<file path="src/rtl/escalonador_polinomio_if.sv">
// Requester and evaluator bus of the polynomial scheduler. The slave modport is
// the scheduler side; the master modport is the environment (requesters + evaluator).
interface escalonador_polinomio_if;
   logic        sol0, sol1;
   logic [15:0] x0, a0, b0, c0;
   logic [15:0] x1, a1, b1, c1;
   logic        fim0, fim1;
   logic [15:0] res0, res1;
   logic        ovf0, ovf1;
   logic        ini_op;
   logic [15:0] xo, ao, bo, co;
   logic [15:0] res_in;
   logic        pronto_in;
   logic        ovf_in;
   logic        ocupado;
   logic        erro_timeout;

   modport slave (
      input  sol0, sol1, x0, a0, b0, c0, x1, a1, b1, c1,
      input  res_in, pronto_in, ovf_in,
      output fim0, fim1, res0, res1, ovf0, ovf1,
      output ini_op, xo, ao, bo, co, ocupado, erro_timeout
   );

   modport master (
      output sol0, sol1, x0, a0, b0, c0, x1, a1, b1, c1,
      output res_in, pronto_in, ovf_in,
      input  fim0, fim1, res0, res1, ovf0, ovf1,
      input  ini_op, xo, ao, bo, co, ocupado, erro_timeout
   );
endinterface

</file>
<file path="src/rtl/escalonador_polinomio.sv">
// Round-robin scheduler sharing one polynomial evaluator between two requesters.
// Optional ESPERA watchdog enabled by defining ESCALONADOR_TIMEOUT_EN.
module escalonador_polinomio #(
   parameter int TIMEOUT = 32
) (
   input logic                     ck,
   input logic                     rst,
   escalonador_polinomio_if.slave  bus
);

   typedef enum logic [1:0] {OCIOSO, DISPARA, ESPERA, ENTREGA} estado_t;

   estado_t     estado_reg, estado_next;
   logic        ultimo_reg, ultimo_next;
   logic [63:0] op_reg, op_next;
   logic        ini_reg, ini_next;
   logic        ocupado_reg, ocupado_next;
   logic        erro_reg, erro_next;
   logic        entrega_next;
   logic [15:0] res_ent_next;
   logic        ovf_ent_next;
   logic        gnt;
   logic        estouro;
   logic [1:0]  sol;
   logic [63:0] opnd [2];

   assign sol     = {bus.sol1, bus.sol0};
   assign opnd[0] = {bus.x0, bus.a0, bus.b0, bus.c0};
   assign opnd[1] = {bus.x1, bus.a1, bus.b1, bus.c1};

   if (TIMEOUT < 1) begin : g_timeout_check
      $error("TIMEOUT must be at least 1");
   end

`ifdef ESCALONADOR_TIMEOUT_EN
   localparam int CW = $clog2(TIMEOUT + 1);
   logic [CW-1:0] cnt_reg, cnt_next;

   // Counter runs only while waiting; any other state rearms it.
   always_comb begin
      cnt_next = '0;
      if (estado_reg == ESPERA)
         cnt_next = cnt_reg + 1'b1;
   end

   always_ff @(posedge ck) begin
      if (rst)
         cnt_reg <= '0;
      else
         cnt_reg <= cnt_next;
   end

   assign estouro = (estado_reg == ESPERA) && (cnt_reg == CW'(TIMEOUT - 1));
`else
   assign estouro = 1'b0;
`endif

   always_comb begin
      estado_next  = estado_reg;
      ultimo_next  = ultimo_reg;
      op_next      = op_reg;
      ini_next     = 1'b0;
      erro_next    = 1'b0;
      entrega_next = 1'b0;
      res_ent_next = '0;
      ovf_ent_next = 1'b0;
      gnt          = ultimo_reg;
      case (estado_reg)
         OCIOSO: begin
            if (sol != 2'b00) begin
               gnt         = (sol == 2'b11) ? ~ultimo_reg : sol[1];
               ultimo_next = gnt;
               op_next     = opnd[gnt];
               ini_next    = 1'b1;
               estado_next = DISPARA;
            end
         end
         DISPARA: estado_next = ESPERA;
         ESPERA: begin
            // A result arriving on the watchdog's last cycle still wins.
            if (bus.pronto_in) begin
               entrega_next = 1'b1;
               res_ent_next = bus.res_in;
               ovf_ent_next = bus.ovf_in;
               estado_next  = ENTREGA;
            end else if (estouro) begin
               entrega_next = 1'b1;
               res_ent_next = '0;
               ovf_ent_next = 1'b1;
               erro_next    = 1'b1;
               estado_next  = ENTREGA;
            end
         end
         ENTREGA: estado_next = OCIOSO;
         default: estado_next = OCIOSO;
      endcase
      ocupado_next = (estado_next != OCIOSO);
   end

   always_ff @(posedge ck) begin
      if (rst) begin
         estado_reg  <= OCIOSO;
         ultimo_reg  <= 1'b1;
         op_reg      <= '0;
         ini_reg     <= 1'b0;
         ocupado_reg <= 1'b0;
         erro_reg    <= 1'b0;
      end else begin
         estado_reg  <= estado_next;
         ultimo_reg  <= ultimo_next;
         op_reg      <= op_next;
         ini_reg     <= ini_next;
         ocupado_reg <= ocupado_next;
         erro_reg    <= erro_next;
      end
   end

   // Per-requester delivery registers; only the owner of the operation updates.
   genvar gi;
   for (gi = 0; gi < 2; gi++) begin : g_req
      logic        fim_reg;
      logic [15:0] res_reg;
      logic        ovf_reg;
      logic        dono;

      assign dono = entrega_next && (ultimo_reg == 1'(gi));

      always_ff @(posedge ck) begin
         if (rst) begin
            fim_reg <= 1'b0;
            res_reg <= '0;
            ovf_reg <= 1'b0;
         end else begin
            fim_reg <= dono;
            if (dono) begin
               res_reg <= res_ent_next;
               ovf_reg <= ovf_ent_next;
            end
         end
      end
   end

   assign bus.fim0         = g_req[0].fim_reg;
   assign bus.fim1         = g_req[1].fim_reg;
   assign bus.res0         = g_req[0].res_reg;
   assign bus.res1         = g_req[1].res_reg;
   assign bus.ovf0         = g_req[0].ovf_reg;
   assign bus.ovf1         = g_req[1].ovf_reg;
   assign bus.ini_op       = ini_reg;
   assign bus.xo           = op_reg[63:48];
   assign bus.ao           = op_reg[47:32];
   assign bus.bo           = op_reg[31:16];
   assign bus.co           = op_reg[15:0];
   assign bus.ocupado      = ocupado_reg;
   assign bus.erro_timeout = erro_reg;

endmodule

</file>
<file path="src/flat_wrapper.sv">
// flat-port wrapper written by rule: the top's interface ports become plain ports
module escalonador_polinomio_flat 
#(
   parameter int TIMEOUT = 32
)
  (ck, rst, bus_sol0, bus_sol1, bus_x0, bus_a0, bus_b0, bus_c0, bus_x1, bus_a1, bus_b1, bus_c1, bus_res_in, bus_pronto_in, bus_ovf_in, bus_fim0, bus_fim1, bus_res0, bus_res1, bus_ovf0, bus_ovf1, bus_ini_op, bus_xo, bus_ao, bus_bo, bus_co, bus_ocupado, bus_erro_timeout);
  escalonador_polinomio_if bus_i ();
  input logic ck;
  input logic rst;
  input wire logic [$bits(bus_i.sol0)-1:0] bus_sol0;
  input wire logic [$bits(bus_i.sol1)-1:0] bus_sol1;
  input wire logic [$bits(bus_i.x0)-1:0] bus_x0;
  input wire logic [$bits(bus_i.a0)-1:0] bus_a0;
  input wire logic [$bits(bus_i.b0)-1:0] bus_b0;
  input wire logic [$bits(bus_i.c0)-1:0] bus_c0;
  input wire logic [$bits(bus_i.x1)-1:0] bus_x1;
  input wire logic [$bits(bus_i.a1)-1:0] bus_a1;
  input wire logic [$bits(bus_i.b1)-1:0] bus_b1;
  input wire logic [$bits(bus_i.c1)-1:0] bus_c1;
  input wire logic [$bits(bus_i.res_in)-1:0] bus_res_in;
  input wire logic [$bits(bus_i.pronto_in)-1:0] bus_pronto_in;
  input wire logic [$bits(bus_i.ovf_in)-1:0] bus_ovf_in;
  output wire logic [$bits(bus_i.fim0)-1:0] bus_fim0;
  output wire logic [$bits(bus_i.fim1)-1:0] bus_fim1;
  output wire logic [$bits(bus_i.res0)-1:0] bus_res0;
  output wire logic [$bits(bus_i.res1)-1:0] bus_res1;
  output wire logic [$bits(bus_i.ovf0)-1:0] bus_ovf0;
  output wire logic [$bits(bus_i.ovf1)-1:0] bus_ovf1;
  output wire logic [$bits(bus_i.ini_op)-1:0] bus_ini_op;
  output wire logic [$bits(bus_i.xo)-1:0] bus_xo;
  output wire logic [$bits(bus_i.ao)-1:0] bus_ao;
  output wire logic [$bits(bus_i.bo)-1:0] bus_bo;
  output wire logic [$bits(bus_i.co)-1:0] bus_co;
  output wire logic [$bits(bus_i.ocupado)-1:0] bus_ocupado;
  output wire logic [$bits(bus_i.erro_timeout)-1:0] bus_erro_timeout;
  assign bus_i.sol0 = bus_sol0;
  assign bus_i.sol1 = bus_sol1;
  assign bus_i.x0 = bus_x0;
  assign bus_i.a0 = bus_a0;
  assign bus_i.b0 = bus_b0;
  assign bus_i.c0 = bus_c0;
  assign bus_i.x1 = bus_x1;
  assign bus_i.a1 = bus_a1;
  assign bus_i.b1 = bus_b1;
  assign bus_i.c1 = bus_c1;
  assign bus_i.res_in = bus_res_in;
  assign bus_i.pronto_in = bus_pronto_in;
  assign bus_i.ovf_in = bus_ovf_in;
  assign bus_fim0 = bus_i.fim0;
  assign bus_fim1 = bus_i.fim1;
  assign bus_res0 = bus_i.res0;
  assign bus_res1 = bus_i.res1;
  assign bus_ovf0 = bus_i.ovf0;
  assign bus_ovf1 = bus_i.ovf1;
  assign bus_ini_op = bus_i.ini_op;
  assign bus_xo = bus_i.xo;
  assign bus_ao = bus_i.ao;
  assign bus_bo = bus_i.bo;
  assign bus_co = bus_i.co;
  assign bus_ocupado = bus_i.ocupado;
  assign bus_erro_timeout = bus_i.erro_timeout;
  escalonador_polinomio #(.TIMEOUT(TIMEOUT)) u_core (.ck(ck), .rst(rst), .bus(bus_i));
endmodule
</file>
<file path="config.mk">
export PLATFORM = sky130hd
export DESIGN_NAME = escalonador_polinomio_flat
export DESIGN_NICKNAME = d
export VERILOG_FILES = /design/src/rtl/escalonador_polinomio_if.sv /design/src/rtl/escalonador_polinomio.sv /design/src/flat_wrapper.sv
export SDC_FILE = /design/constraint.sdc
export NUM_CORES = 1
export LEC_CHECK = 0
export CAP_MARGIN = 20
export CORE_ASPECT_RATIO = 0.8
export CORE_MARGIN = 4
export CORE_UTILIZATION = 40
export CTS_BUF_LIST = sky130_fd_sc_hd__clkbuf_4
export CTS_CLUSTER_DIAMETER = 30
export CTS_CLUSTER_SIZE = 30
export DETAILED_ROUTE_END_ITERATION = 10
export PLACE_DENSITY = 0.89
export SLEW_MARGIN = 20
export SYNTH_ARGS = -nofsm -noshare
export SYNTH_HDL_FRONTEND = slang
export SYNTH_SLANG_ARGS = --single-unit
export TNS_END_PERCENT = 10
</file>
<file path="constraint.sdc">
create_clock -name ck -period 1.6 [get_ports ck]
set_input_delay 0.16 -clock ck [delete_from_list [all_inputs] [get_ports ck]]
set_output_delay 0.16 -clock ck [all_outputs]
set_load 0.05 [all_outputs]
</file>
==> impl_metrics.yaml <==
outcome:
  status: "finished, final reports clean"
sta:
  post-route-period-util_pct: 92.9
  hold_violations: 0
  fin_crit_ns: 1.49
  finalWorstSetupSlack_ns: 0.113
  setup_viol_count_final: 0
  tns_ns: 0
  fmax_mhz: 672
  drv_slew: 0
  rsz0062_at_grt: "false"
  finClkSkew_ns: 0.0131
placement:
  gp_congestion: 0.833
  dp_hpwl_um: 11400
  pre_cts_ws_ns: -0.111
  port_buffers: 251
  placed_cells: 904
cts:
  clockBufferDepth: 2
  clkSinkCount: 105
  insertion_delay_ns: 0.44
  cts_root_buf: "clkbuf_4"
  path_clk_slew_ns: 0.18
  holdBufCountCts: 0
  h-tree-depth: 3
  cts_tree: "yes"
  cts_buffers: 9
yosys:
  synth_cells: 538
  synth_area_per_cell_um2: 8.46
  synth.largest_area_cell: "dfxtp_1"
  synth_warnings: 0
  netlist_area_um2: 4550
  muxShareOfSynthArea_pct: 0
  synth_area_leaders: "dfxtp_1 (46%), a211oi_2 (17%), a21oi_1 (11%)"
  synth_top_family_by_area: "compound AO/OA/AOI/OAI gates"
  synth-seq-cells: 105
  synth_fa_ha_area_share_pct: 0.825
  synth_compound_area_share_pct: 29.2
  synthXorXnorAreaFrac_pct: 0
  synthDistinctLibCells: 26
  syn_nets: 691
  synthSimpleGateAreaFrac_pct: 17.6
  synth_top_area_share_pct: 46.2
  ys_seq_area_share_pct: 46.2
cells_and_area:
  nets: 925
  finalNonFillerCells: 923
  largest_reg_flops: 64
  syn_to_final_growth_pct: 58.7
  drive_above_1_share_pct: 26.3
worst_setup_path:
  reg2reg_depth: 6
  arrival_ns: 1.85
  start_kind: "flip-flop"
  crit_chain: "inv_1 > ha_2 > o21a_4 > buf_12 > nor2_1 > a211oi_2"
  cp-end-kind: "flip-flop"
  r2r_slack_ns: 0.11
  cp_max_fo: 22
  worstPathRequired_ns: 1.97
  critPathKind: "reg -> reg"
  critPathSlowestCell: "dfxtp_1"
  timing.rr.end: "u_core.op_reg[26]"
  cp-startpoint: "u_core.estado_reg[0]"
  max_stage_delay_ns: 0.35
  reg2reg_from: "u_core.estado_reg[0]"
global_route:
  grtUsageMet1_pct: 23.1
  antenna_found_initial: 1
  grtUsageTotal_pct: 21.6
  grt_first_pass_wirelength_um: 22900
  grt.busiest_layer: "met2"
  grt_pass1_vias: 4808
  grt_start_max_net_pins: 45
  grt_util_met3_pct: 9.29
  grt-ovfl-total: 0
  grtUsageMet2_pct: 38.6
route:
  vias: 4761
  ant_nets: 0
  firstDrtPassIters: 5
  post_drt_wl_per_cell_um: 16.4
  drc_errors: 0
  via_per_inst: 5.16
  drt_iter0_drc: 318
  drt_wl_total_um: 15100
worst_hold_path:
  holdPathEnd: "u_core.op_reg[42]"
  min-delay-path-class: "in -> reg"
  min_delay_path_depth: 2
  holdCritStartpoint: "rst"
pwr:
  seqPwrFrac_pct: 30.3
  clkPwrFrac_pct: 11.6
  vdd.ir_drop.worst_v: 0.00102
  power_frac_comb_pct: 58.1
  netSwitchingPower_mw: 6.22
  swShare_pct: 49.3
  intPower_mw: 6.40
  p_leak_nw: 2.94
  power.total_mw: 12.6
  powerDensity_nw_per_um2: 1750
floorplanning:
  ios: 253
  fp.dieW_um: 127
  initial_core_util_pct: 41.5
  die_area_um2: 13200
  core_um2: 11000
  num_rows: 34
  die_h_um: 103
job:
  cap_violations: 0
[critical path: cells and delay by family, from the launching register on]
kind	cells	cell delay, ns
AO/OA/AOI/OAI	2	0.41
adder cells (fa/ha/maj)	1	0.27
buffers and inverters	2	0.30
flip-flops	1	0.35
AND/OR/NAND/NOR	1	0.07
[layout by cell type (no fill, tap or decap), drive strengths merged]
cell           instances
a21boi                 1
nand3b                 1
bufinv                 1
dfxtp                105
o21ai                  1
and3                   1
inv                    7
diode                  2
a211oi                64
a21bo                  1
o21a                   1
clkdlybuf4s50        148
nor2                  71
a31oi                  1
nor3                   1
clkbuf                10
clkinv                 2
buf                  121
conb                   1
or2                    1
a311o                  1
and3b                  1
a21oi                100
nand2                132
nand3                  1
ha                     3
[how the worst max path moves through the flow]
stage | endpoint | cells past startpoint
after floorplan | u_core.bus.res1[10] | 6
after global placement | u_core.op_reg[22] | 5
after detailed placement | u_core.op_reg[56] | 5
after CTS | u_core.op_reg[26] | 6
after global routing | u_core.op_reg[7] | 6
final | u_core.op_reg[26] | 6
[synthesized netlist by cell type]
library cell    n
nand3_1         1
a21oi_1       100
nor3_1          1
dfxtp_1       105
buf_4           3
a21bo_2         1
a211oi_2       60
buf_2          27
a21boi_1        1
nor2_1         71
o21ai_1         1
nand2_1       132
a31oi_1         1
nand3b_1        1
or2_2           1
a311o_1         1
inv_1           3
buf_6           6
and3_1          1
clkbuf_1        8
o21a_1          1
and3b_1         1
ha_1            3
a211oi_1        4
conb_1          1
buf_1           3
[final cells by class]
type | count | area (um2)
tap | 144 | 180
clock inverter | 7 | 85.1
timing repair buffer | 270 | 2560
sequential | 105 | 2100
clock buffer | 9 | 67.6
inverter | 3 | 11.3
antenna | 2 | 5.00
multi-input combinational | 383 | 2200
fill | 878 | 3760
[layer usage]
metal | vias to the layer above | wire (um)
met3 | 34 | 1570
met2 | 214 | 7430
met4 | 0 | 429
met1 | 2228 | 5700
met5 | - | 0
li1 | 2285 | -
[what timing repair did]
item / 4_1_cts / 5_1_grt
cloned: 0 / 1
buffers inserted: 0 / 0
hold endpoints to repair: 0 / 0
endpoints found under the setup margin: 4 / 20
resized for setup: 1 / 1
[power by group through the flow]
| stage | registers [mW] | logic (mW) | clock network (mW) |
|---|---|---|---|
| 6_report | 3.82 | 7.34 | 1.46 |
| 5_1_grt | 3.91 | 7.77 | 1.62 |
| 4_1_cts | 3.82 | 7.29 | 1.51 |
| 3_5_place_dp | 3.86 | 7.28 | 0 |
| 3_3_place_gp | 3.83 | 7.11 | 0 |
| 2_1_floorplan | 6.43 | 2.30 | 0 |
[metrics by stage]
stage | area (um2) | hold WS (ns) | utilization, %
5_1_grt | 7220 | 0.0195 | 65.8
3_3_place_gp | 7030 | 0.443 | 64.0
4_1_cts | 7180 | 0.0141 | 65.4
2_1_floorplan | 4550 | 0.296 | -
6_report | 7220 | 0.0479 | 65.8
3_5_place_dp | 7030 | 0.455 | 64.0
[cell families (layout without fill, tap and decap cells)]
| logic type | count (synthesis) | count (layout) |
|---|---|---|
| fa+ha+maj | 3 | 3 |
| other cells | 1 | 3 |
| flops | 105 | 105 |
| compound gates | 170 | 170 |
| simple gates | 209 | 209 |
| buf+inv | 50 | 289 |
Note: power is estimated with default switching activity, not from simulation.
